<file path="src/rtl/bin_a_bcd_secuencial.sv">
// Sequential binary-to-BCD converter (double dabble).
// One shift-and-add-3 iteration per clock over all BCD nibbles in parallel,
// with a start/busy/done handshake. Results are held until the next done pulse.
module bin_a_bcd_secuencial #(
    parameter int BIN_W  = 16,
    parameter int DIGITS = 5,
    localparam int NDIG_W = $clog2(DIGITS + 1)
) (
    input  logic                  clk,
    input  logic                  rst_n,
    input  logic                  start,
    input  logic [BIN_W-1:0]      bin_in,
    output logic                  busy,
    output logic                  done,
    output logic [4*DIGITS-1:0]   bcd_out,
    output logic [NDIG_W-1:0]     ndig
);

    localparam int CNT_W = $clog2(BIN_W);
    localparam int BCD_W = 4 * DIGITS;
    localparam longint unsigned MAX_BIN =
        (BIN_W >= 64) ? 64'hFFFF_FFFF_FFFF_FFFF : ((64'd1 << BIN_W) - 64'd1);

    // True when DIGITS decimal digits can represent every BIN_W-bit value.
    function automatic bit digits_cover_range();
        longint unsigned p;
        p = 64'd1;
        for (int i = 0; i < DIGITS; i++) begin
            if (p <= MAX_BIN) begin
                p = p * 64'd10;
            end
        end
        return p > MAX_BIN;
    endfunction

    generate
        if (BIN_W < 4 || !digits_cover_range()) begin : g_bad_params
            $error("bin_a_bcd_secuencial: need BIN_W>=4 and 10**DIGITS > 2**BIN_W-1");
        end
    endgenerate

    typedef enum logic [1:0] {
        S_IDLE = 2'd0,
        S_CONV = 2'd1,
        S_DONE = 2'd2
    } state_t;

    state_t              state_reg,   state_next;
    logic [BCD_W-1:0]    scratch_reg, scratch_next;
    logic [BIN_W-1:0]    bin_reg,     bin_next;
    logic [CNT_W-1:0]    cnt_reg,     cnt_next;
    logic [BCD_W-1:0]    bcd_reg,     bcd_next;
    logic [NDIG_W-1:0]   ndig_reg,    ndig_next;

    // One iteration's worth of datapath, computed from the current scratch/bin.
    logic [BCD_W-1:0]    corr;
    logic [BCD_W-1:0]    step_scratch;
    logic [BIN_W-1:0]    step_bin;
    logic [NDIG_W-1:0]   step_ndig;

    // Add-3 correction on every nibble that is 5 or more; a corrected nibble
    // tops out at 12, so it never carries into its neighbour.
    genvar gi;
    generate
        for (gi = 0; gi < DIGITS; gi++) begin : g_corr
            assign corr[4*gi +: 4] = (scratch_reg[4*gi +: 4] >= 4'd5)
                                   ? scratch_reg[4*gi +: 4] + 4'd3
                                   : scratch_reg[4*gi +: 4];
        end
    endgenerate

    // Shift the corrected scratch and the remaining binary bits left as one word.
    always_comb begin
        {step_scratch, step_bin} = {corr, bin_reg} << 1;
    end

    // Count of significant digits in the post-step scratch (minimum one).
    always_comb begin
        step_ndig = NDIG_W'(1);
        for (int i = 1; i < DIGITS; i++) begin
            if (step_scratch[4*i +: 4] != 4'd0) begin
                step_ndig = NDIG_W'(i + 1);
            end
        end
    end

    // Next-state and datapath control. The final iteration writes the result
    // registers directly so they are already valid during the done cycle.
    always_comb begin
        state_next   = state_reg;
        scratch_next = scratch_reg;
        bin_next     = bin_reg;
        cnt_next     = cnt_reg;
        bcd_next     = bcd_reg;
        ndig_next    = ndig_reg;
        case (state_reg)
            S_IDLE: begin
                if (start) begin
                    state_next   = S_CONV;
                    bin_next     = bin_in;
                    scratch_next = '0;
                    cnt_next     = CNT_W'(BIN_W - 1);
                end
            end
            S_CONV: begin
                scratch_next = step_scratch;
                bin_next     = step_bin;
                cnt_next     = cnt_reg - 1'b1;
                if (cnt_reg == '0) begin
                    state_next = S_DONE;
                    bcd_next   = step_scratch;
                    ndig_next  = step_ndig;
                end
            end
            S_DONE: begin
                state_next = S_IDLE;
            end
            default: begin
                state_next = S_IDLE;
            end
        endcase
    end

    // State and datapath registers; reset abandons any conversion in flight.
    always_ff @(posedge clk or negedge rst_n) begin
        if (!rst_n) begin
            state_reg   <= S_IDLE;
            scratch_reg <= '0;
            bin_reg     <= '0;
            cnt_reg     <= '0;
            bcd_reg     <= '0;
            ndig_reg    <= '0;
        end else begin
            state_reg   <= state_next;
            scratch_reg <= scratch_next;
            bin_reg     <= bin_next;
            cnt_reg     <= cnt_next;
            bcd_reg     <= bcd_next;
            ndig_reg    <= ndig_next;
        end
    end

    assign busy    = (state_reg != S_IDLE);
    assign done    = (state_reg == S_DONE);
    assign bcd_out = bcd_reg;
    assign ndig    = ndig_reg;

endmodule

</file>
<file path="config.mk">
export PLATFORM = sky130hd
export DESIGN_NAME = bin_a_bcd_secuencial
export DESIGN_NICKNAME = d
export VERILOG_FILES = /design/src/rtl/bin_a_bcd_secuencial.sv
export SDC_FILE = /design/constraint.sdc
export NUM_CORES = 1
export LEC_CHECK = 0
export BUFFER_PORTS_ARGS = -buffer_cell sky130_fd_sc_hd__buf_2
export CAP_MARGIN = 20
export CORE_MARGIN = 1.5
export CORE_UTILIZATION = 51
export DETAILED_ROUTE_END_ITERATION = 10
export HOLD_SLACK_MARGIN = 0.05
export PLACE_DENSITY = 0.75
export REMOVE_ABC_BUFFERS = 1
export SLEW_MARGIN = 10
export SYNTH_ARGS = -nofsm -noshare
export SYNTH_HDL_FRONTEND = slang
export SYNTH_SLANG_ARGS = --single-unit
export TNS_END_PERCENT = 30
</file>
<file path="constraint.sdc">
create_clock -name clk -period 1.75 [get_ports clk]
set_input_delay 0.35 -clock clk [delete_from_list [all_inputs] [get_ports clk]]
set_output_delay 0.35 -clock clk [all_outputs]
set_load 0.02 [all_outputs]
</file>
==> results of run 1 <==
## path summary, 6_finish.rpt
check                           cells after the start  slack [ns]          end
worst min-delay path                                3        0.29  bin_reg[15]
worst max register to register                      9       -0.12  bcd_out[16]
worst max-delay path                                9       -0.12  bcd_out[16]
worst min register to register                      2        0.48   bcd_out[9]
min in group asynchronous                           2        0.50  bcd_out[10]
max in group asynchronous                           3        0.76   cnt_reg[3]
## cell type report
| cell class | instances | area (sq um) |
|---|---|---|
| timing repair buffer | 88 | 610.6 |
| clock buffer | 13 | 148.9 |
| clock inverter | 3 | 40.04 |
| fill | 472 | 1802 |
| tap | 75 | 93.84 |
| multi-input combinational | 236 | 1580 |
| inverter | 14 | 52.55 |
| sequential | 65 | 1628 |
## critical path, delay by kind of cell (launching register included)
kind            cells  cell delay, ns
simple gates        2            0.49
buf+inv             4            0.53
compound gates      2            0.22
flops               1            0.39
fa+ha+maj           1            0.19
## synth_stat cells, types with 3 or more instances
library cell / number
a21oi_1: 32
a22oi_1: 16
a32o_1: 3
clkbuf_1: 13
dfrtp_1: 65
ha_1: 11
inv_1: 13
nand2_1: 43
nand2b_1: 5
nor2_1: 8
nor2b_1: 20
nor3_1: 3
nor3b_1: 8
o21ai_0: 48
o22ai_1: 8
o31ai_1: 3
xnor2_1: 5
## timing repair
item                                    4_1_cts  5_1_grt
resized for setup                            21       21
cloned                                        0        0
setup buffers                                 7        0
endpoints found under the hold margin        15        0
endpoints found under the setup margin        3       17
hold buffers                                  1        0
pin swaps                                    11        5
## placed cells by master (no fill, tap or decap), types with 8 or more instances in the layout
master    Yosys  final
a21oi_1      32     29
a22oi_1      16     16
buf_2         2     42
buf_4         0     38
clkbuf_8      0     10
dfrtp_1      65     64
inv_2         1      8
nand2_1      43     43
nor2_1        8      8
nor2b_1      20     18
o21ai_0      48     47
o22ai_1       8      8
## where the power goes
| part | internal (uW) | leakage (uW) | switching (uW) |
|---|---|---|---|
| Sequential | 2160 | 0.000826 | 522 |
| Clock | 694 | 0.0000974 | 558 |
| Combinational | 2220 | 0.00100 | 2510 |
## kinds of logic (layout without fill, tap and decap cells)
logic type | after synthesis | count (layout)
buffers and inverters | 31 | 118
AND/OR/NAND/NOR | 99 | 99
AO/OA/AOI/OAI | 117 | 117
adder cells (fa/ha/maj) | 11 | 11
flip-flops | 65 | 65
XOR/XNOR | 5 | 5
multiplexers | 4 | 4
## metrics by stage
| step | TNS (ns) | total power, uW | hold WS (ns) | area (sq um) | instances |
|---|---|---|---|---|---|
| CTS | 0 | 8396 | 0.2860 | 4083 | 495 |
| global route | -0.9735 | 9320 | 0.2978 | 4154 | 494 |
| detailed placement | -0.2305 | 6598 | 0.3130 | 3735 | 471 |
| finish | -0.2789 | 8665 | 0.2896 | 4154 | 494 |
| global placement | -0.02017 | 6432 | 0.3098 | 3735 | 471 |
| floorplan | -18.95 | 4998 | 0.05441 | 3103 | 315 |
## routing by layer
layer | up-vias | track usage, % | share of wire [%]
li1 | 1331 | - | -
met1 | 1358 | 32.85 | 43
met2 | 84 | 40.08 | 51
met3 | 10 | 5.889 | 4.6
met4 | 0 | 11.53 | 1.4
met5 | - | 0 | 0
==> flow_summary_export.csv, run 1 <==
group,metric,value,unit
synthesis,synthTopCellsByArea,"dfrtp_1 (51%), o21ai_0 (7.6%), nand2_1 (5.1%), a21oi_1 (5.1%), ha_1 (4.3%)",
grt,grt_pass1_vias,2794,
synthesis,synthSimpleGateAreaFrac,16.23,%
status,violations,"negative setup slack",
grt,gr-total-overflow,0,
timing,hold_viol,0,
die,rows,28,
timing,finalClockSkew,0.008585,ns
timing,rsz0062_at_grt,"yes",
route,antenna_left,0,
synthesis,synth_top_area_share,51.32,%
place,portBuffers,43,
grt,antenna_found_initial,0,
grt,grt_max_degree,36,
synthesis,synth-async-reset-ratio,100.0,%
layout,area_growth,31.07,%
synthesis,yosysUniqueCellTypes,38,
route,drt_wl_total,7.917,mm
route,wl_per_cell,16.03,um
power_and_ir_drop,power_density,2086,nW/um^2
synthesis,synth.largest_area_cell,"dfrtp_1",
synthesis,synth_mux_area_share,1.342,%
synthesis,synth_top_family_by_area,"compound AO/OA/AOI/OAI gates",
synthesis,ys_ff_latch,65,
cts,htree_levels,3,
layout,final_util,69.75,%
route,dr.pass1.iters,4,
power_and_ir_drop,p_leak,0.001926,uW
critical_path,max_stage_delay,0.39,ns
timing,slew-limit-headroom,67.91,%
synthesis,synth_compound_area_share,21.63,%
critical_path,cp_common_cell,"buf_4",
critical_path,required,2.01,ns
place,pre_cts_ws,-0.1452,ns
grt,grt_pass1_wl,12.68,mm
critical_path,critical_path_arrival,2.14,ns
run,drv_cap,0,
critical_path,critPathKind,"register to register",
critical_path,crit_start,"scratch_reg[13]",
synthesis,synth_enable_flop_cells,0,
die,fp.dieW,81.83,um
place,finalWeightedCongestion,0.8623,
critical_path,path_max_fanout,4,
route,route.detailed.drc,0,
cts,clock_path_buffers,2,
synthesis,synthFlopType,"dfrtp_1",
route,drt_iter0_drc,210,
place,hpwlAfterDp,4.969,mm
power_and_ir_drop,ir_drop,1.010,mV
route,via_count,2783,
min_path,hp-start,"bin_in[15]",
synthesis,synth-seq-area-share,51.32,%
die,start_util,53.21,%
min_path,hold_path_class,"input port to register",
synthesis,yosys_warnings,0,
die,ios,44,
cts,cts.sinks,65,
timing,slew_violations,0,
layout,drive_above_1_share,32.70,%
synthesis,synth_cells,332,
timing,period_share,107.0,%
critical_path,crit_path_top_delay_cell,"dfrtp_1",
timing,setup_slack,-0.1222,ns
die,die_y,81.83,um
synthesis,syn_avg_cell_area,9.546,sq um
die,dieArea,6696,sq um
synthesis,synth_area,3169,sq um
synthesis,synth_adder_area_share,4.343,%
layout,num_antenna_cells,0,
cts,clkLatencyLatePin,0.34,ns
critical_path,crit-reg2reg-launch,"scratch_reg[13]",
route,vias_per_cell,5.634,
cts,ctsRootBufferMaster,"clkbuf_8",
status,status,"complete, but fails checks",
critical_path,cp-start-kind,"register",
timing,min_period,1.872,ns
timing,setup_viol,4,
die,coreArea,5956,sq um
cts,cts_buffers,9,
synthesis,yosys.area_share.xor_xnor,1.382,%
critical_path,cp-end-kind,"register",
timing,tightest_slew,0.4782,ns
critical_path,path_cells,"inv_2, ha_2, nand2b_4, nor3b_1, a21oi_2, buf_4, buf_4, buf_4, o21ai_0",
cts,cts_tree,"yes",
grt,grt_usage,25.28,%
cts,clkTransAtPathRegs,0.07,ns
layout,nets,444,
timing,max_freq,534.1,MHz
Note: power is estimated with default switching activity, not from simulation.
==> run 2, diff against run 1 <==
- CORE_UTILIZATION: 51 -> 40
- PLACE_DENSITY: 0.75 -> not set
==> flow_summary_export.csv, run 2 (synthesized netlist as in run 1, its figures left out) <==
group,metric,value,unit
critical_path,r2r_setup_slack,-0.06,ns
die,dieArea,8466,sq um
layout,fillers,714,
cts,cts_tree,"yes",
run,drv_cap,0,
grt,antenna_found_initial,0,
grt,grt_max_degree,66,
critical_path,path_max_fanout,2,
power_and_ir_drop,p_leak,0.001971,uW
place,portBuffers,43,
critical_path,cp-start-kind,"register",
place,hpwlAfterDp,4.900,mm
grt,grt_pass1_vias,2558,
route,via_count,2719,
grt,grt_usage,18.26,%
timing,setup_tns,-0.1173,ns
min_path,min_to,"bin_reg[11]",
timing,slew_violations,0,
cts,clkTransAtPathRegs,0.08,ns
route,highest_layer,"met4",
critical_path,crit-reg2reg-launch,"scratch_reg[9]",
min_path,hold_depth,3,
cts,clock_path_buffers,2,
die,ios,44,
cts,clkLatencyLatePin,0.34,ns
timing,rsz0062_at_grt,"yes",
layout,mostFrequentLayoutCells,"dfrtp_1 (64), buf_4 (53), o21ai_0 (47)",
timing,setup_viol,3,
min_path,hold_path_class,"input port to register",
die,rows,32,
critical_path,critPathKind,"register to register",
route,drt_wl_total,7.422,mm
layout,drive_above_1_share,34.42,%
route,wl_met1,3.561,mm
place,finalWeightedCongestion,0.7789,
cts,cts_buffers,9,
timing,hold_viol,0,
timing,setup_slack,-0.06400,ns
power_and_ir_drop,ir_drop,0.6348,mV
timing,hold_ws,0.2863,ns
route,dr_wl_met2,3.532,mm
cts,cts.sinks,65,
route,wl_per_cell,13.95,um
die,fp.dieW,92.01,um
status,violations,"negative setup slack",
power_and_ir_drop,power_density,2038,nW/um^2
status,status,"complete, but fails checks",
route,route.detailed.drc,0,
layout,nets,455,
timing,tightest_slew,0.4963,ns
layout,layout_commonest_cell,"dfrtp_1",
timing,slew-limit-headroom,66.91,%
critical_path,rr_worst_depth,7,
layout,final_util,55.09,%
place,pre_cts_ws,-0.06947,ns
route,vias_per_cell,5.111,
timing,min_period,1.814,ns
min_path,hp-start,"bin_in[11]",
cts,ctsRootBufferMaster,"clkbuf_8",
timing,period_share,103.7,%
timing,max_freq,551.3,MHz
critical_path,rr_endpoint,"ndig[2]",
layout,area_growth,33.64,%
critical_path,required,1.98,ns
route,drt_iter0_drc,143,
route,dr.pass1.iters,4,
critical_path,cp-end-kind,"register",
grt,gr-total-overflow,0,
critical_path,critical_path_arrival,2.05,ns
layout,num_antenna_cells,0,
grt,grt_pass1_wl,12.08,mm
die,start_util,41.23,%
route,antenna_left,0,
cts,htree_levels,3,
timing,finalClockSkew,0.008991,ns
die,die_y,92.01,um
route,wl_met3,197,um
die,coreArea,7687,sq um
==> run 2: per-layer routing <==
| metal | GRT usage, % | vias to the layer above |
|---|---|---|
| met2 | 28.70 | 43 |
| met1 | 24.84 | 1305 |
| met3 | 2.902 | 10 |
| li1 | - | 1361 |
| met4 | 8.077 | 0 |
| met5 | 0 | - |
==> run 2: report_power, final <==
group	leakage [uW]	internal [uW]	switching, uW
clock network	0.000107	775	578
registers	0.000825	2160	513
logic	0.00104	2260	2350
total	0.00197	5190	3440
==> run 2: worst max-delay path by stage <==
stage	start	end	slack (ns)	depth (start not counted)
floorplan	state_reg[0]	ndig[0]	-1.12	6
global placement	scratch_reg[8]	ndig[0]	-0.04	7
detailed placement	scratch_reg[12]	ndig[0]	-0.07	7
CTS	state_reg[1]	busy	-0.02	3
global route	scratch_reg[9]	ndig[2]	-0.17	7
finish	scratch_reg[9]	ndig[2]	-0.06	7
==> run 2: cell type report <==
class	count	area, sq um	share of cell area (%)
sequential	65	1628	38.43
multi-input combinational	236	1565	36.96
timing repair buffer	99	654.4	15.45
clock buffer	14	172.7	4.077
tap	102	127.6	3.013
inverter	14	52.55	1.241
clock inverter	2	35.03	0.8272
==> run 2: repair_timing <==
item,in CTS,in global routing
endpoints found under the hold margin,59,0
cloned,0,0
resized for setup,13,22
endpoints found under the setup margin,4,12
pin swaps,4,11
buffers inserted,2,5
hold buffers,1,0
==> run 2: worst max-delay path, stage by stage, from the launching register on <==
cell and delay, ns:
dfrtp_1 0.39, buf_4 0.13, buf_4 0.12, o21ai_0 0.31, o21ai_2 0.13, nor4b_4 0.33
nand4b_1 0.17, o21a_1 0.13
==> run 2: per-stage QoR <==
stage	power [uW]	instances	instance area (sq um)
after floorplan	4998	315	3103
after global placement	6631	508	3819
after detailed placement	6720	508	3819
after CTS	8296	527	4101
after global routing	9321	532	4235
final	8630	532	4235
